$ cat config.mk
export PLATFORM = sky130hd
export DESIGN_NAME = fifo_wr_arbiter_flat
export DESIGN_NICKNAME = d
export VERILOG_FILES = /design/src/rtl/fifo_wr_arbiter_if.sv /design/src/rtl/fifo_wr_arbiter.sv /design/src/flat_wrapper.sv
export SDC_FILE = /design/constraint.sdc
export NUM_CORES = 1
export LEC_CHECK = 0
export CORE_MARGIN = 3
export CORE_UTILIZATION = 33
export DETAILED_ROUTE_END_ITERATION = 16
export PLACE_DENSITY = 0.84
export SETUP_SLACK_MARGIN = 0.05
export SLEW_MARGIN = 20
export SYNTH_ARGS = -nofsm -noshare
export SYNTH_HDL_FRONTEND = slang
export SYNTH_SLANG_ARGS = --single-unit
$ cat constraint.sdc
create_clock -name wclk -period 1.9 [get_ports wclk]
set_input_delay 0.19 -clock wclk [delete_from_list [all_inputs] [get_ports wclk]]
set_output_delay 0.19 -clock wclk [all_outputs]
set_load 0.01 [all_outputs]
$ cat src/rtl/fifo_wr_arbiter_if.sv
// fifo_wr_arbiter_if: requester/FIFO-side bundle of the shared write-port arbiter
interface fifo_wr_arbiter_if #(
    parameter int NREQ      = 4,
    parameter int DSIZE     = 8,
    parameter int MAX_BURST = 4
);
    logic [NREQ-1:0]            req_valid;
    logic [NREQ*DSIZE-1:0]      req_data;
    logic [NREQ-1:0]            req_last;
    logic [NREQ-1:0]            req_ready;
    logic                       wfull;
    logic                       winc;
    logic [DSIZE-1:0]           wdata;
    logic                       gnt_valid;
    logic [$clog2(NREQ)-1:0]    gnt_id;
    logic [$clog2(MAX_BURST):0] beat_cnt;
    modport master (
        output req_valid, req_data, req_last, wfull,
        input  req_ready, winc, wdata, gnt_valid, gnt_id, beat_cnt
    );
    modport slave (
        input  req_valid, req_data, req_last, wfull,
        output req_ready, winc, wdata, gnt_valid, gnt_id, beat_cnt
    );
endinterface

$ cat src/rtl/fifo_wr_arbiter.sv
// fifo_wr_arbiter: round-robin burst arbiter sharing one FIFO write port among NREQ requesters
module fifo_wr_arbiter #(
    parameter int NREQ      = 4,
    parameter int DSIZE     = 8,
    parameter int MAX_BURST = 4
) (
    input logic              wclk,
    input logic              wrst,
    fifo_wr_arbiter_if.slave bus
);
    localparam int GW = $clog2(NREQ);
    localparam int BW = $clog2(MAX_BURST) + 1;
    typedef enum logic {IDLE, BURST} state_e;
    state_e          state_q, state_d;
    logic [GW-1:0]   gnt_q, gnt_d, last_q, last_d, sel, idx;
    logic [BW-1:0]   beat_q, beat_d;
    logic            found, active, out_en, cur_valid, cur_last, xfer;
    always_comb begin
        sel   = '0;
        idx   = '0;
        found = 1'b0;
        for (int i = 1; i <= NREQ; i++) begin
            idx = GW'((int'(last_q) + i) % NREQ);
            if (!found && bus.req_valid[idx]) begin
                sel   = idx;
                found = 1'b1;
            end
        end
    end
    assign active    = (state_q == BURST);
    // outputs are forced quiet while reset is held, even before the edge lands
    assign out_en    = active && !wrst;
    assign cur_valid = bus.req_valid[gnt_q];
    assign cur_last  = bus.req_last[gnt_q];
    assign xfer      = active && cur_valid && !bus.wfull;
    assign bus.gnt_valid = out_en;
    assign bus.gnt_id    = gnt_q;
    assign bus.beat_cnt  = beat_q;
    assign bus.req_ready = (out_en && !bus.wfull) ? NREQ'(1) << gnt_q : '0;
    assign bus.winc      = xfer && !wrst;
    assign bus.wdata     = out_en ? bus.req_data[gnt_q*DSIZE +: DSIZE] : '0;
    always_comb begin
        state_d = state_q;
        gnt_d   = gnt_q;
        last_d  = last_q;
        beat_d  = beat_q;
        if (state_q == IDLE) begin
            if (found) begin
                state_d = BURST;
                gnt_d   = sel;
                last_d  = sel;
                beat_d  = '0;
            end
        end else if (xfer) begin
            beat_d = beat_q + 1'b1;
            if (cur_last || beat_q == BW'(MAX_BURST - 1)) state_d = IDLE;
        end else if (!cur_valid && !bus.wfull) begin
            state_d = IDLE;
        end
    end
    always_ff @(posedge wclk) begin
        if (wrst) begin
            state_q <= IDLE;
            gnt_q   <= '0;
            last_q  <= GW'(NREQ - 1);
            beat_q  <= '0;
        end else begin
            state_q <= state_d;
            gnt_q   <= gnt_d;
            last_q  <= last_d;
            beat_q  <= beat_d;
        end
    end
endmodule

$ cat src/flat_wrapper.sv
// flat-port wrapper written by rule: the top's interface ports become plain ports
module fifo_wr_arbiter_flat 
#(
    parameter int NREQ      = 4,
    parameter int DSIZE     = 8,
    parameter int MAX_BURST = 4
)
  (wclk, wrst, bus_req_valid, bus_req_data, bus_req_last, bus_wfull, bus_req_ready, bus_winc, bus_wdata, bus_gnt_valid, bus_gnt_id, bus_beat_cnt);
  fifo_wr_arbiter_if #(.NREQ(NREQ), .DSIZE(DSIZE), .MAX_BURST(MAX_BURST)) bus_i ();
  input logic wclk;
  input logic wrst;
  input wire logic [$bits(bus_i.req_valid)-1:0] bus_req_valid;
  input wire logic [$bits(bus_i.req_data)-1:0] bus_req_data;
  input wire logic [$bits(bus_i.req_last)-1:0] bus_req_last;
  input wire logic [$bits(bus_i.wfull)-1:0] bus_wfull;
  output wire logic [$bits(bus_i.req_ready)-1:0] bus_req_ready;
  output wire logic [$bits(bus_i.winc)-1:0] bus_winc;
  output wire logic [$bits(bus_i.wdata)-1:0] bus_wdata;
  output wire logic [$bits(bus_i.gnt_valid)-1:0] bus_gnt_valid;
  output wire logic [$bits(bus_i.gnt_id)-1:0] bus_gnt_id;
  output wire logic [$bits(bus_i.beat_cnt)-1:0] bus_beat_cnt;
  assign bus_i.req_valid = bus_req_valid;
  assign bus_i.req_data = bus_req_data;
  assign bus_i.req_last = bus_req_last;
  assign bus_i.wfull = bus_wfull;
  assign bus_req_ready = bus_i.req_ready;
  assign bus_winc = bus_i.winc;
  assign bus_wdata = bus_i.wdata;
  assign bus_gnt_valid = bus_i.gnt_valid;
  assign bus_gnt_id = bus_i.gnt_id;
  assign bus_beat_cnt = bus_i.beat_cnt;
  fifo_wr_arbiter #(.NREQ(NREQ), .DSIZE(DSIZE), .MAX_BURST(MAX_BURST)) u_core (.wclk(wclk), .wrst(wrst), .bus(bus_i));
endmodule
==> impl_metrics.tcl <==
set metrics [dict create \
    p_leak_nw 0.6731 \
    utilization_pct 67.29 \
    layout_common_cells "47 x clkdlybuf4s50_1, 12 x buf_4, 9 x mux4_2" \
    drv_slew 0 \
    status "complete, no violations" \
    irDropWorstVdd_v 0.0004072 \
    fin_cells 183 \
    clkTransAtPathRegs_ps 50 \
    firstDrtPassIters 4 \
    synthArstFlopShare_pct 0 \
    yosysWarnings 0 \
    fp-row-count 17 \
    ys_ff_latch 8 \
    synth_ff_type "dfxtp_1" \
    syn-num-nets 126 \
    layout_commonest_cell "clkdlybuf4s50_1" \
    power_density_mw_per_mm2 432.1 \
    hold_viol 0 \
    min_period_ps 1827 \
    wl_per_cell_microns 13.81 \
    p_int_w 0.0004718 \
    finClkSkew_ps 2.541 \
    setup_violations 0 \
    pwr-share-seq_pct 29.5 \
    io_pins 62 \
    min_period_over_period_pct 96.18 \
    critPathMaxFanout 6 \
    fillCellCount 192 \
    port_buffers 61 \
    antenna_left 0 \
    max_freq_mhz 547.2 \
    drive_gt1_share_pct 26.45 \
    diodes 0 \
    overflow 0 \
    p_comb_share_pct 51.1 \
    rsz0062_at_grt "true" \
    vias 931 \
    post-route-drc-count 0 \
    die_area_sq_mm 0.003084 \
    cts_made_buffers 3 \
    fin_nets 202 \
    chipWidth_microns 55.53 \
    place_area_sq_mm 0.001518 \
    slew_headroom_pct 78.64 \
    ys_types 33 \
    routabilityCongestion 0.8081 \
    synth_edf_count 0 \
    power_switching_w 0.0001900 \
    clock_path_buffers 2 \
    core_sq_mm 0.002276 \
    design_area_sq_mm 0.001531 \
    syn_area_per_cell_sq_um 9.994 \
    tightest_slew_ps 312.3 \
    dr.first_iter.drc_count 32 \
    netlist_area_sq_um 809.5 \
    cts_root_buf "clkbuf_4" \
    area_growth_pct 89.18 \
    cts_tree "done" \
    cap_violations 0 \
    holdBufCountCts 0 \
    switching_share_pct 28.70 \
    grt_pass1_vias 954 \
    routed_wl_microns 2527 \
    tns_ps 0 \
    antenna_found_initial 0 \
    initial_utilization_pct 35.57 \
    place_inst 179 \
    cp-start-kind "flop" \
    grt_max_degree 13 \
    worstHoldPathType "in2reg" \
    grt_usage_pct 16.92 \
    cts.sinks 8 \
    clock_latency_ps 260 \
    clockPowerShare_pct 19.4 \
    grt_pass1_wl_microns 4119 \
    yosysSeqAreaShare_pct 19.78 \
    viasPerCell 5.087 \
    die_y_microns 55.53 \
    endpoint_kind "output port" \
    dp_hpwl_microns 2176 \
    netlist_instances 81 \
    path_class "reg2out" \
    cp_data_arrival_time_ps 1640 \
    crit_required_ps 1710 \
    htreeDepth 1 \
]
==> sequential cells by signal, summed over array words and instances (netlist names) <==
signal               count
u_core.active            1
u_core.last_q            2
u_core.bus.gnt_id        2
u_core.bus.beat_cnt      3
==> metrics by stage <==
stage / worst slack [ps] / hold slack (ps) / power (W)
2_1_floorplan: 346.0 / 256.2 / 0.0003642
3_3_place_gp: -101.2 / 489.2 / 0.0005319
3_5_place_dp: -122.7 / 497.8 / 0.0005401
4_1_cts: 11.34 / 515.6 / 0.0006712
5_1_grt: 17.28 / 528.6 / 0.0007032
6_report: 72.60 / 491.2 / 0.0006618
==> path summary, 6_finish.rpt <==
kind	start	to	slack, ps	depth (start not counted)
worst max-delay path	u_core.bus.gnt_id[0]	bus_wdata[4]	70	4
worst min register to register	u_core.bus.beat_cnt[2]	u_core.bus.beat_cnt[2]	510	1
worst min-delay path	bus_req_valid[0]	u_core.last_q[0]	490	3
worst max register to register	u_core.bus.gnt_id[0]	u_core.active	390	6
==> kinds of logic (layout without fill, tap and decap cells) <==
family / after synthesis / after routing / share of synthesized area, %
adder cells (fa/ha/maj): 2 / 2 / 3.091
AO/OA/AOI/OAI: 17 / 17 / 16.38
flip-flops: 8 / 8 / 19.78
multiplexers: 10 / 10 / 26.43
buffers and inverters: 12 / 86 / 8.500
AND/OR/NAND/NOR: 32 / 32 / 25.81
==> power by group through the flow <==
stage | Clock, W | Combinational (W) | Sequential [W]
2_1_floorplan | 0 | 0.000168 | 0.000197
3_3_place_gp | 0 | 0.000336 | 0.000196
3_5_place_dp | 0 | 0.000343 | 0.000197
4_1_cts | 0.000134 | 0.000342 | 0.000195
5_1_grt | 0.000142 | 0.000364 | 0.000198
6_report | 0.000128 | 0.000338 | 0.000195
==> per-layer routing <==
metal,vias up,GRT usage [%],routed length [microns]
met5,-,0,0
met4,0,5.208,46
met3,6,4.673,164
met2,41,33.95,1396
met1,411,16.16,919
li1,473,-,-
==> synthesized netlist by cell type, types with 2 or more instances <==
library cell  instances  area, sq um
buf_6                 3        33.78
nand2_1               4        15.01
o21ai_0               3        15.01
and3_1                8        50.05
nor2b_1               4        25.02
nor3_1                3        15.01
nor4b_1               2        17.52
a31o_1                3        26.28
nor2_1                3        11.26
ha_1                  2        25.02
mux4_2                9        202.7
a21oi_1               3        15.01
dfxtp_1               8        160.2
inv_1                 7        26.28
==> worst max-delay path, cell delays in order (launching register included) <==
cell	delay [ps]
dfxtp_2	330
buf_6	130
mux4_2	490
and3_1	200
clkdlybuf4s15_1	230
==> cell type report <==
class                      instances  area (sq um)  share of cell area, %
inverter                           7         26.28                  1.716
multi-input combinational         61         580.6                  37.91
clock buffer                       3         22.52                  1.471
sequential                         8         162.7                  10.62
timing repair buffer              76         704.4                  46.00
tap                               28         35.03                  2.288
==> what timing repair did <==
| item | CTS | global route |
|---|---|---|
| setup buffers | 1 | 0 |
| hold endpoints to repair | 0 | 0 |
| setup endpoints to repair | 12 | 10 |
| cloned | 0 | 0 |
| gates resized for setup | 20 | 13 |
Power figures use the tool's default switching activity.
